[src/rtl/hazard_ctrl.sv]
// hazard_ctrl: D-stage stall and forwarding control with E/M shadow
// of destination/Tnew, plus the mult/div busy counter.
module hazard_ctrl #(
  parameter int MULT_CYC = 5,
  parameter int DIV_CYC  = 10
) (
  input  logic       clk,
  input  logic       reset,
  input  logic [4:0] rs_D,
  input  logic [4:0] rt_D,
  input  logic [1:0] tuse_rs,
  input  logic [1:0] tuse_rt,
  input  logic [4:0] a3_D,
  input  logic [1:0] tnew_D,
  input  logic       md_start_D,
  input  logic       md_is_div_D,
  input  logic       md_use_D,
  output logic       stall,
  output logic [1:0] fwd_rs_D,
  output logic [1:0] fwd_rt_D,
  output logic       md_busy
);

  localparam int MAXC = (DIV_CYC > MULT_CYC) ? DIV_CYC : MULT_CYC;
  localparam int CW   = $clog2(MAXC + 1);

  logic [4:0]    a3_E;
  logic [4:0]    a3_M;
  logic [1:0]    tnew_E;
  logic [1:0]    tnew_M;
  logic [CW-1:0] md_cnt;

  logic          stall_rs;
  logic          stall_rt;
  logic          stall_md;

  logic          e_rs;
  logic          m_rs;
  logic          e_rt;
  logic          m_rt;

  // A source operand is waiting on a producer that is still too young.
  function automatic logic dstall(
    input logic [4:0] r,
    input logic [1:0] t,
    input logic [4:0] ae,
    input logic [1:0] te,
    input logic [4:0] am,
    input logic [1:0] tm
  );
    return (r != 5'd0) &&
           (((ae == r) && (te > t)) ||
            ((am == r) && (tm > t)));
  endfunction

  // Stall sources: data hazards on rs/rt and HI/LO access while busy.
  always_comb begin
    stall_rs = dstall(rs_D, tuse_rs, a3_E, tnew_E,
                      a3_M, tnew_M);
    stall_rt = dstall(rt_D, tuse_rt, a3_E, tnew_E,
                      a3_M, tnew_M);
    md_busy  = (md_cnt != '0);
    stall_md = md_use_D && md_busy;
    stall    = stall_rs | stall_rt | stall_md;
  end

  // Ready results per stage; M hit is masked by E so E wins.
  always_comb begin
    e_rs = (rs_D != 5'd0) && (a3_E == rs_D) &&
           (tnew_E == 2'd0);
    m_rs = (rs_D != 5'd0) && (a3_M == rs_D) &&
           (tnew_M == 2'd0) && !e_rs;
    e_rt = (rt_D != 5'd0) && (a3_E == rt_D) &&
           (tnew_E == 2'd0);
    m_rt = (rt_D != 5'd0) && (a3_M == rt_D) &&
           (tnew_M == 2'd0) && !e_rt;
  end

  // rs forwarding select.
  always_comb begin
    fwd_rs_D = 2'd0;
    unique case (1'b1)
      e_rs:    fwd_rs_D = 2'd1;
      m_rs:    fwd_rs_D = 2'd2;
      default: fwd_rs_D = 2'd0;
    endcase
  end

  // rt forwarding select.
  always_comb begin
    fwd_rt_D = 2'd0;
    unique case (1'b1)
      e_rt:    fwd_rt_D = 2'd1;
      m_rt:    fwd_rt_D = 2'd2;
      default: fwd_rt_D = 2'd0;
    endcase
  end

  // Shadow pipe: bubble into E on stall, Tnew ages into M.
  always_ff @(posedge clk) begin
    if (reset) begin
      a3_E   <= 5'd0;
      tnew_E <= 2'd0;
      a3_M   <= 5'd0;
      tnew_M <= 2'd0;
    end else begin
      if (stall) begin
        a3_E   <= 5'd0;
        tnew_E <= 2'd0;
      end else begin
        a3_E   <= a3_D;
        tnew_E <= tnew_D;
      end
      a3_M   <= a3_E;
      tnew_M <= (tnew_E == 2'd0) ? 2'd0
                                 : tnew_E - 2'd1;
    end
  end

  // Mult/div busy counter: load on accepted start, else count down.
  always_ff @(posedge clk) begin
    if (reset) begin
      md_cnt <= '0;
    end else if (md_start_D && !stall) begin
      md_cnt <= md_is_div_D ? CW'(DIV_CYC)
                            : CW'(MULT_CYC);
    end else if (md_cnt != '0) begin
      md_cnt <= md_cnt - CW'(1);
    end
  end

endmodule
[config.mk]
export PLATFORM = sky130hd
export DESIGN_NAME = hazard_ctrl
export DESIGN_NICKNAME = d
export VERILOG_FILES = /design/src/rtl/hazard_ctrl.sv
export SDC_FILE = /design/constraint.sdc
export NUM_CORES = 1
export LEC_CHECK = 0
export CAP_MARGIN = 20
export CELL_PAD_IN_SITES_DETAIL_PLACEMENT = 0
export CELL_PAD_IN_SITES_GLOBAL_PLACEMENT = 2
export CORE_UTILIZATION = 25
export CTS_BUF_LIST = sky130_fd_sc_hd__clkbuf_8
export CTS_CLUSTER_DIAMETER = 40
export DETAILED_ROUTE_END_ITERATION = 6
export GPL_TIMING_DRIVEN = 0
export PLACE_DENSITY_LB_ADDON = 0.2
export SLEW_MARGIN = 30
export SYNTH_ARGS = -nofsm -noshare
export SYNTH_HDL_FRONTEND = slang
export SYNTH_SLANG_ARGS = --single-unit
export TNS_END_PERCENT = 30
[constraint.sdc]
create_clock -name clk -period 2.1 [get_ports clk]
set_clock_uncertainty 0.2 [all_clocks]
set_input_delay 0.315 -clock clk [delete_from_list [all_inputs] [get_ports clk]]
set_output_delay 0.315 -clock clk [all_outputs]
set_load 0.03 [all_outputs]
# == Word-level counts from Yosys, hierarchy flattened ==
# Cells that the tools add are included.
# totals
ramBits,0
n_memories,0
latch_bits,0
mem_bits_ro,0
reg_bits,18
# classes
add_sub_neg,2
shifts,0
mux,5
bitwise_logic,2
n_eq_ne,4
magnitude_cmp,4
n_reduce_logical,31
multipliers,0
n_div,0
# ops
cell,n
5-bit equality test,4
1-bit logical AND,18
4-bit 2-to-1 mux,3
5-bit nonzero test,2
2-bit greater-than comparator,4
2-bit one-hot mux with 2 select lines,2
2-bit zero test,2
4-bit nonzero test,1
2-bit OR reduction,2
4-bit by 1-bit subtractor with 4-bit output (second input constant),1
1-bit zero test,3
1-bit logical OR,2
1-bit OR,2
2-bit nonzero test,1
2-bit by 1-bit subtractor with 2-bit output (second input constant),1

# == Depth between registers and ports, before layout ==
# Gate-level depths: netlist (run 1).
# logic_depth
ltp_word,9
ltp_mapped,8
mapped_depth_nobuf,8

# == Worst setup path before layout (run 1) ==
# Ideal clock, no wire load.
# synth_path
path_kind,input to register
from,input rs_D[3]
to,register md_cnt[0]
stages,6
t_arrival_ps,1975
setup_slack_ps,-195
path_buffers,0
path_cell_list,or4_4 > nor2_1 > a211oi_1 > a2111o_1 > nor2_1 > mux2_2
# synth_via
elab_chain_cells,9
# synth_rtl
item,line_no,source
start: declaration,9,"input logic [4:0] rs_D,"
"5-bit equality test, on equally long branches","52, 53",
"1-bit logical AND, on equally long branches","52, 53",
1-bit logical OR,52,(((ae == r) && (te > t)) ||
1-bit logical AND *,51,return (r != 5'd0) &&
1-bit OR * (2 in a row),64,stall = stall_rs | stall_rt | stall_md;
1-bit zero test *,124,end else if (md_start_D && !stall) begin
1-bit logical AND *,124,
4-bit 2-to-1 mux or 2-bit nonzero test (tied branches),n/a,
end signal: assignment,125,md_cnt <= md_is_div_D ? CW'(DIV_CYC)
end signal: assignment,128,md_cnt <= md_cnt - CW'(1);
end: declaration,31,logic [CW-1:0] md_cnt;
# Mark *: on every way between the ends. The rest lies on a longest branch, timed or not.
# A chain may end at the register's enable or synchronous reset.

# == Worst setup path in the final report (run 1) ==
# layout_path
from,input rs_D[3]
to,register md_cnt[3]
# Same word-level chain as after synthesis.

==> results of run 1 <==
## logic make-up after synthesis
kind of cell / after synthesis / share of synthesized area, %
buf+inv: 11 / 3.614
compound gates: 15 / 8.872
flops: 18 / 31.54
simple gates: 54 / 25.08
fa+ha+maj: 11 / 12.05
mux: 2 / 1.971
xor+xnor: 22 / 16.87
## sequential cells by signal (all words and copies together) (netlist names)
register	cells
md_cnt	4
a3_M	5
a3_E	5
tnew_E	2
tnew_M	2
## where the power goes
group / internal, W / switching, W / leakage, nW
registers: 0.000416 / 0.0000690 / 0.151
clock network: 0.000166 / 0.000114 / 0.0288
logic: 0.000365 / 0.000386 / 0.524
total: 0.000948 / 0.000569 / 0.704
## area by class of cell
| class | count | area (µm²) |
|---|---|---|
| Inverter | 10 | 37.54 |
| Fill cell | 435 | 2603 |
| Buffer | 1 | 3.754 |
| Tap cell | 52 | 65.06 |
| Multi-Input combinational cell | 104 | 948.4 |
| Sequential cell | 18 | 371.6 |
| Clock buffer | 4 | 55.05 |
| Timing Repair Buffer | 35 | 300.3 |
## metal layers
metal / vias to the layer above / share of wire [%] / wire length, µm / track usage [%]
met3: 2 / 2.9 / 82 / 1.599
met2: 16 / 49 / 1382 / 21.14
met5: - / 0 / 0 / 0
li1: 528 / - / - / -
met1: 463 / 48 / 1357 / 15.53
met4: 0 / 0.67 / 19 / 4.762
## synth_stat cells, drive strengths merged
| cell | n |
|---|---|
| mux2 | 2 |
| a2111o | 1 |
| xor2 | 3 |
| or3 | 1 |
| nand2 | 9 |
| nand3 | 4 |
| o21ai | 3 |
| nor3 | 5 |
| o31ai | 1 |
| a211o | 1 |
| nor4 | 2 |
| and3b | 1 |
| or4b | 1 |
| nor2b | 7 |
| a21oi | 4 |
| clkbuf | 1 |
| xnor2 | 19 |
| and2 | 7 |
| dfxtp | 18 |
| a21o | 1 |
| and3 | 2 |
| inv | 10 |
| a2111oi | 1 |
| a211oi | 2 |
| nor2 | 13 |
| or4 | 2 |
| ha | 11 |
| o211ai | 1 |
## per-stage QoR
stage	util [%]	area, µm²	total power [W]
finish	40.64	1782	0.001517
global route	40.64	1782	0.001643
CTS	38.96	1708	0.001464
detailed placement	34.73	1523	0.001099
global placement	34.73	1523	0.001086
floorplan	-	1147	0.0008949
## timing repair
item	in CTS	in global routing
hold endpoints to repair	0	0
hold buffers	0	0
gates resized for setup	99	21
endpoints found under the setup margin	17	17
setup buffers	2	2
pin swaps	16	10
## worst min-delay path by stage
stage / start / to / slack, ps / cells after the start
2_1_floorplan: tnew_E[0] / tnew_M[0] / 200 / 1
3_3_place_gp: tnew_E[0] / tnew_M[0] / 230 / 1
3_5_place_dp: tnew_E[0] / tnew_M[0] / 220 / 1
4_1_cts: tnew_E[0] / tnew_M[0] / 230 / 1
5_1_grt: tnew_E[0] / tnew_M[0] / 250 / 1
6_report: tnew_E[0] / tnew_M[0] / 230 / 1
## layout by cell type (no fill, tap or decap), types with 4 or more instances in the layout
| cell | synthesis | final |
|---|---|---|
| buf_4 | 0 | 4 |
| nor3_1 | 5 | 4 |
| ha_4 | 0 | 5 |
| clkbuf_8 | 0 | 4 |
| nor2b_1 | 7 | 5 |
| clkdlybuf4s50_1 | 0 | 11 |
| and2_1 | 7 | 7 |
| dfxtp_1 | 18 | 13 |
| xnor2_1 | 19 | 18 |
| inv_1 | 10 | 8 |
| nand2_1 | 9 | 8 |
| dlygate4sd2_1 | 0 | 6 |
| nor2_1 | 12 | 10 |
| buf_2 | 0 | 7 |
| ha_1 | 11 | 6 |
==> report_table.html, run 1 <==
<table>
<tr><th>Metric</th><th>Value</th></tr>
<tr><th colspan="2">Critical path</th></tr>
<tr><td>Largest fanout on the critical path</td><td>2</td></tr>
<tr><td>Critical path cell sequence</td><td>buf_8, or4_4, nor2_2, a211oi_2, a2111o_1, or4b_4, o31ai_2</td></tr>
<tr><td>Critical R2R Launch</td><td>tnew_E[1]</td></tr>
<tr><td>Critical register-to-register path endpoint</td><td>md_cnt[3]</td></tr>
<tr><td>Kind of end point of the critical path</td><td>flip-flop</td></tr>
<tr><td>Category of cells accounting for the largest share of critical-path delay</td><td>simple AND/OR/NAND/NOR gates</td></tr>
<tr><td>R2R setup slack</td><td>-150 ps</td></tr>
<tr><td>Critical Path Source</td><td>rs_D[3]</td></tr>
<tr><td>Arrival @ worst endpoint</td><td>2260 ps</td></tr>
<tr><td>Worst path slowest cell</td><td>or4_4</td></tr>
<tr><td>Depth of the worst register-to-register path</td><td>7</td></tr>
<tr><td>Termination of the worst setup path</td><td>md_cnt[3]</td></tr>
<tr><td>Critical path launch point type</td><td>primary input</td></tr>
<tr><td>Data required, critical path</td><td>2070 ps</td></tr>
<tr><td>CP Depth</td><td>7</td></tr>
<tr><td>Critical setup path kind</td><td>in2reg</td></tr>
<tr><td>Slowest stage delay, CP</td><td>530 ps</td></tr>
<tr><td>Buffer and inverter count on the worst path</td><td>1</td></tr>
<tr><th colspan="2">Global route</th></tr>
<tr><td>Pin count of the biggest net entering global routing</td><td>11</td></tr>
<tr><td>Global router's overall resource usage</td><td>12.30%</td></tr>
<tr><td>Number of global-route vias before repair</td><td>just over 1000</td></tr>
<tr><td>Number of antenna violations at the first check in global routing</td><td>0</td></tr>
<tr><td>First-pass GRT wire length</td><td>4692 µm</td></tr>
<tr><td>Total overflow reported by the global router</td><td>0</td></tr>
<tr><th colspan="2">Die</th></tr>
<tr><td>Width of the die</td><td>69.60 µm</td></tr>
<tr><td>Floorplan core area</td><td>0.004384 mm²</td></tr>
<tr><td>Full die area</td><td>a little under 0.005 mm²</td></tr>
<tr><td>Starting utilization of the core area</td><td>between 20% and 30%</td></tr>
<tr><td>Number of standard-cell rows in the floorplan</td><td>24</td></tr>
<tr><td>Count of pins on the block boundary</td><td>32</td></tr>
<tr><td>Chip height</td><td>just under 70 µm</td></tr>
<tr><th colspan="2">Flow run</th></tr>
<tr><td>Max Cap Viol</td><td>0</td></tr>
<tr><th colspan="2">Logic synthesis</th></tr>
<tr><td>Share of synthesized area occupied by flip-flops and latches</td><td>31.54%</td></tr>
<tr><td>Yosys cell types</td><td>30</td></tr>
<tr><td>Yosys warnings</td><td>0</td></tr>
<tr><td>Area fraction of the dominant cell type after synthesis</td><td>31.54%</td></tr>
<tr><td>Flip-flop and latch count after synthesis</td><td>18</td></tr>
<tr><td>Cells after synthesis</td><td>around 130</td></tr>
<tr><td>Top cells by area, synth</td><td>dfxtp_1 (32%), xnor2_1 (15%), ha_1 (12%)</td></tr>
<tr><td>Cell taking the most area after synthesis</td><td>dfxtp_1</td></tr>
<tr><td>Avg Synthesized Cell Area</td><td>8.589 µm²</td></tr>
<tr><td>Cell Area, Synth</td><td>0.001142 mm²</td></tr>
<tr><td>Total nets after synthesis</td><td>170</td></tr>
<tr><th colspan="2">Placement</th></tr>
<tr><td>Final HPWL DP</td><td>2279 µm</td></tr>
<tr><td>Worst setup timing slack at the placement stage</td><td>-1122 ps</td></tr>
<tr><td>Final RePlAce weighted congestion</td><td>~0.78</td></tr>
<tr><td># placed instances</td><td>216</td></tr>
<tr><td>Count of input and output buffers</td><td>31</td></tr>
<tr><th colspan="2">Cells and area</th></tr>
<tr><td>Layout cells sized above 1</td><td>around 34%</td></tr>
<tr><td>Antenna diode instance count</td><td>0</td></tr>
<tr><td>Signed area change from the synthesized netlist to the final layout</td><td>55.97%</td></tr>
<tr><td>Post-layout instance count excluding filler cells</td><td>between 200 and 250</td></tr>
<tr><td>Net count of the finished layout</td><td>210</td></tr>
<tr><th colspan="2">Route</th></tr>
<tr><td>Post-detailed-route count of antenna-violating nets</td><td>0</td></tr>
<tr><td>Number of vias per cell after detailed routing</td><td>4.504</td></tr>
<tr><td>DRT iter0 DRCs</td><td>11</td></tr>
<tr><td>Total via count in the routed design</td><td>1009</td></tr>
<tr><td>Initial DRT Pass Iterations</td><td>4</td></tr>
<tr><td>DR WL/cell</td><td>12.68 µm</td></tr>
<tr><td>Final routed DRC violation total</td><td>0</td></tr>
<tr><td>Total wire length after detailed routing</td><td>2841 µm</td></tr>
<tr><th colspan="2">Outcome</th></tr>
<tr><td>Run status</td><td>complete, but fails checks</td></tr>
<tr><td>Violations in the final reports</td><td>negative setup slack</td></tr>
<tr><th colspan="2">Power</th></tr>
<tr><td>Worst IR Drop VDD</td><td>0.5318 mV</td></tr>
<tr><td>Power density normalized to cell area</td><td>851.4 mW/mm²</td></tr>
<tr><td>Leakage power</td><td>~0.70 nW</td></tr>
<tr><th colspan="2">Timing</th></tr>
<tr><td>Unrepaired setup endpoints after global routing</td><td>true</td></tr>
<tr><td>Ratio of final minimum period to clock period</td><td>109.3%</td></tr>
<tr><td>Final sum of negative setup slack</td><td>-849.8 ps</td></tr>
<tr><td>Setup slack after layout</td><td>-194.4 ps</td></tr>
<tr><td>Worst hold slack across all endpoints</td><td>228.5 ps</td></tr>
<tr><td>Final Hold Fails</td><td>0</td></tr>
<tr><td>Slew at the pin closest to its max-slew limit</td><td>481.5 ps</td></tr>
<tr><td>Min Tclk post-route</td><td>~2300 ps</td></tr>
<tr><td>Final max-slew violation count</td><td>0</td></tr>
<tr><td>Highest Clock Rate</td><td>0.4358 GHz</td></tr>
<tr><td>Number of failing setup endpoints in the final timing report</td><td>6</td></tr>
<tr><td>Worst-case headroom to the max-slew limit</td><td>between 60% and 70%</td></tr>
<tr><th colspan="2">Clocking</th></tr>
<tr><td>Number of buffers created by CTS</td><td>3</td></tr>
<tr><td>Clock latency at the later pin of the worst-skew pair</td><td>about 250 ps</td></tr>
<tr><td>Root buf cell</td><td>clkbuf_8</td></tr>
<tr><td>Clock Path Buffers</td><td>2</td></tr>
<tr><td>Worst-path clk slew</td><td>70 ps</td></tr>
<tr><td>Total clock sinks</td><td>18</td></tr>
<tr><td>Number of levels in the clock H-tree</td><td>1</td></tr>
<tr><td>TritonCTS clock tree</td><td>built</td></tr>
<tr><th colspan="2">Worst hold path</th></tr>
<tr><td>Kind of path behind the tightest hold check</td><td>reg2reg</td></tr>
</table>
Note: power is estimated with default switching activity, not from simulation.
==> run 2: changes to the inputs <==
ABC_CLOCK_PERIOD_IN_PS = 2650   (was default)
CAP_MARGIN = default   (was 20)
CORE_UTILIZATION = 30   (was 25)
clock period = 2.65 ns   (was 2.1 ns; I/O delays follow)
==> run 2 against run 1 <==
The run now ends clean. Final area down 4.8%. Largest power group unchanged. Sequential share of layout area up 0.38 points. Clock-buffer cell count unchanged. Flip-flop and latch count did not move. Highest routed layer unchanged. Setup slack gained 240 ps. Worst hold slack worse by 2.6 ps. Sequential power fell by 22%.
==> report_table.html, run 2 (same netlist as run 1, synthesis figures left out) <==
<table>
<tr><th>Metric</th><th>Value</th></tr>
<tr><th colspan="2">Outcome</th></tr>
<tr><td>Run status</td><td>complete, no violations</td></tr>
<tr><th colspan="2">Clocking</th></tr>
<tr><td>Clock Path Buffers</td><td>2 (unchanged)</td></tr>
<tr><td>Root buf cell</td><td>clkbuf_8</td></tr>
<tr><td>Number of levels in the clock H-tree</td><td>1 (unchanged)</td></tr>
<tr><td>Number of buffers created by CTS</td><td>3 (unchanged)</td></tr>
<tr><td>Hold-fix buffer count after cts</td><td>0 (unchanged)</td></tr>
<tr><td>TritonCTS clock tree</td><td>built</td></tr>
<tr><td>Worst-path clk slew</td><td>70 ps (about the same)</td></tr>
<tr><td>Clock latency at the later pin of the worst-skew pair</td><td>250 ps (about the same)</td></tr>
<tr><td>Total clock sinks</td><td>18 (unchanged)</td></tr>
<tr><th colspan="2">Cells and area</th></tr>
<tr><td>Post-layout instance count excluding filler cells</td><td>218 (-2.7%)</td></tr>
<tr><td>Signed area change from the synthesized netlist to the final layout</td><td>48.52%</td></tr>
<tr><td>Largest registers ranked by flip-flop count</td><td>a3_E: 5 flops, a3_M: 5 flops, md_cnt: 4 flops</td></tr>
<tr><td>Area used by sequential logic in the layout</td><td>360.3 µm² (-3.0%)</td></tr>
<tr><td>Net count of the finished layout</td><td>208 (-0.95%)</td></tr>
<tr><td>Antenna diode instance count</td><td>0 (unchanged)</td></tr>
<tr><td>Final non-filler cell area</td><td>0.001697 mm² (-4.8%)</td></tr>
<tr><td>Layout cells sized above 1</td><td>15.88% (-18 points)</td></tr>
<tr><td>Commonest non-fill, non-tap cell in the layout</td><td>xnor2_1</td></tr>
<tr><td>Area taken by multi-input logic gates</td><td>853.3 µm² (-10%)</td></tr>
<tr><td>Commonest cells after routing, fill and taps aside</td><td>xnor2_1 (19), dfxtp_1 (18), clkdlybuf4s50_1 (17)</td></tr>
<tr><td>Fill count</td><td>377 (-13%)</td></tr>
<tr><th colspan="2">Placement</th></tr>
<tr><td>Area post-placement</td><td>0.001513 mm² (-0.66%)</td></tr>
<tr><td>Final RePlAce weighted congestion</td><td>0.7819 (about the same)</td></tr>
<tr><td>Count of input and output buffers</td><td>31 (unchanged)</td></tr>
<tr><td>Final HPWL DP</td><td>2239 µm (-1.8%)</td></tr>
<tr><td># placed instances</td><td>212 (-1.9%)</td></tr>
<tr><th colspan="2">Critical path</th></tr>
<tr><td>Arrival @ worst endpoint</td><td>2010 ps (-250 ps)</td></tr>
<tr><td>Data required, critical path</td><td>2050 ps (-20 ps)</td></tr>
<tr><td>Critical path cell sequence</td><td>clkdlybuf4s15_1, or4_4, o211ai_1, buf_4, a2111oi_4, a211oi_2, nand2_1, buf_6</td></tr>
<tr><td>Critical setup path kind</td><td>in2out</td></tr>
<tr><td>Worst path slowest cell</td><td>or4_4</td></tr>
<tr><td>Critical Path Source</td><td>rs_D[3]</td></tr>
<tr><td>Critical R2R Launch</td><td>tnew_E[1]</td></tr>
<tr><td>Kind of end point of the critical path</td><td>output pin</td></tr>
<tr><td>Slowest stage delay, CP</td><td>570 ps (+40 ps)</td></tr>
<tr><td>Critical path launch point type</td><td>primary input</td></tr>
<tr><td>Largest fanout on the critical path</td><td>3 (+1)</td></tr>
<tr><th colspan="2">Timing</th></tr>
<tr><td>Slew at the pin closest to its max-slew limit</td><td>414.8 ps (-66.71 ps)</td></tr>
<tr><td>Unrepaired setup endpoints after global routing</td><td>true</td></tr>
<tr><td>Worst-case headroom to the max-slew limit</td><td>72.35% (+4.4 points)</td></tr>
<tr><td>Highest Clock Rate</td><td>about 0.38 GHz</td></tr>
<tr><td>Final Hold Fails</td><td>0 (unchanged)</td></tr>
<tr><td>Final max-slew violation count</td><td>0 (unchanged)</td></tr>
<tr><td>Worst hold slack across all endpoints</td><td>225.9 ps (-2.587 ps)</td></tr>
<tr><td>Ratio of final minimum period to clock period</td><td>approximately 98%</td></tr>
<tr><td>Min Tclk post-route</td><td>between 2000 and 3000 ps</td></tr>
<tr><td>Final sum of negative setup slack</td><td>0 ps (+849.8 ps)</td></tr>
<tr><td>Number of failing setup endpoints in the final timing report</td><td>0 (-6)</td></tr>
<tr><th colspan="2">Route</th></tr>
<tr><td>Number of vias per cell after detailed routing</td><td>4.729 (+5.0%)</td></tr>
<tr><td>Total wire length after detailed routing</td><td>2688 µm (-5.4%)</td></tr>
<tr><td>DRT iter0 DRCs</td><td>21 (+10)</td></tr>
<tr><td>DR WL/cell</td><td>12.33 µm (-2.8%)</td></tr>
<tr><td>Total via count in the routed design</td><td>1031 (+2.2%)</td></tr>
<tr><td>Post-detailed-route count of antenna-violating nets</td><td>0 (unchanged)</td></tr>
<tr><td>Final routed DRC violation total</td><td>0 (unchanged)</td></tr>
<tr><td>Initial DRT Pass Iterations</td><td>6 (+2)</td></tr>
<tr><th colspan="2">Global route</th></tr>
<tr><td>Global router's overall resource usage</td><td>14.13% (+1.8 points)</td></tr>
<tr><td>Total overflow reported by the global router</td><td>0 (unchanged)</td></tr>
<tr><td>First-pass GRT wire length</td><td>4402 µm (-6.2%)</td></tr>
<tr><td>Number of antenna violations at the first check in global routing</td><td>0 (unchanged)</td></tr>
<tr><td>Number of global-route vias before repair</td><td>1032 (-0.58%)</td></tr>
<tr><td>Pin count of the biggest net entering global routing</td><td>11 (unchanged)</td></tr>
<tr><th colspan="2">Power</th></tr>
<tr><td>Leakage power</td><td>0.6840 nW (-2.8%)</td></tr>
<tr><td>Worst IR Drop VDD</td><td>0.4658 mV (-12%)</td></tr>
<tr><td>Power density normalized to cell area</td><td>667.0 mW/mm² (-22%)</td></tr>
<tr><th colspan="2">Worst hold path</th></tr>
<tr><td>Kind of path behind the tightest hold check</td><td>reg2reg</td></tr>
<tr><td>Launch instance of the worst min-delay path</td><td>tnew_E[0]</td></tr>
<tr><th colspan="2">Die</th></tr>
<tr><td>Number of standard-cell rows in the floorplan</td><td>22 (-8.3%)</td></tr>
<tr><td>Starting utilization of the core area</td><td>31.20% (+5.1 points)</td></tr>
<tr><td>Chip height</td><td>63.71 µm (-8.5%)</td></tr>
<tr><td>Width of the die</td><td>63.71 µm (-8.5%)</td></tr>
<tr><td>Full die area</td><td>0.004058 mm² (-16%)</td></tr>
<tr><td>Count of pins on the block boundary</td><td>32 (unchanged)</td></tr>
<tr><td>Floorplan core area</td><td>0.003661 mm² (-16%)</td></tr>
<tr><th colspan="2">Flow run</th></tr>
<tr><td>Max Cap Viol</td><td>0 (unchanged)</td></tr>
</table>
==> run 2: cell types whose count changed in the layout (fill, tap and decap cells not counted), moves of 3 or more <==
cell             delta
ha_1                +3
dfxtp_2             -3
dfxtp_1             +5
ha_4                -3
buf_2               -7
clkdlybuf4s50_1     +6
==> run 2: area by class of cell <==
class                   instances  share of cell area [%]
multi-input cells             104                   50.29
flip-flops and latches         18                   21.24
repair buffers                 33                   19.25
well taps                      48                   3.540
clock buffers                   4                   3.245
inverters                      10                   2.212
plain buffers                   1                  0.2212
==> run 2: repair_timing <==
item,4_1_cts,5_1_grt
pin swaps,2,10
endpoints found under the setup margin,9,6
setup buffers,0,2
gates resized for setup,29,20
==> run 2: critical path, delay by kind of cell <==
family	cells	cell delay, ps
compound gates	3	390
buf+inv	3	540
simple gates	2	680
==> run 2: per-stage QoR <==
stage | setup slack [ps] | power [W] | utilization, %
5_1_grt | -31.35 | 0.001225 | 46.34
4_1_cts | -130.8 | 0.001093 | 43.06
2_1_floorplan | 272.0 | 0.0007067 | -
3_5_place_dp | -697.4 | 0.0008702 | 41.32
3_3_place_gp | -673.8 | 0.0008551 | 41.32
6_report | 43.58 | 0.001132 | 46.34
==> run 2: power breakdown <==
group          switching (W)  leakage (nW)  internal [W]  total (W)
Sequential         0.0000520         0.148      0.000327   0.000379
Combinational       0.000279         0.507      0.000257   0.000536
Clock              0.0000846        0.0288      0.000132   0.000216
Total               0.000416         0.684      0.000716    0.00113
==> run 2: routing by layer <==
| metal | vias to the layer above | share of wire, % | track usage (%) |
|---|---|---|---|
| met1 | 484 | 44 | 17.10 |
| met4 | 0 | 0.86 | 5.966 |
| li1 | 523 | - | - |
| met2 | 22 | 50 | 24.47 |
| met3 | 2 | 4.4 | 2.174 |
| met5 | - | 0 | 0 |
==> run 2: worst paths after layout <==
path              depth (start not counted)  slack, ps        end
setup / recovery                          8         40      stall
hold reg to reg                           1        230  tnew_M[0]
setup reg to reg                          7        360  md_cnt[3]
hold / removal                            1        230  tnew_M[0]
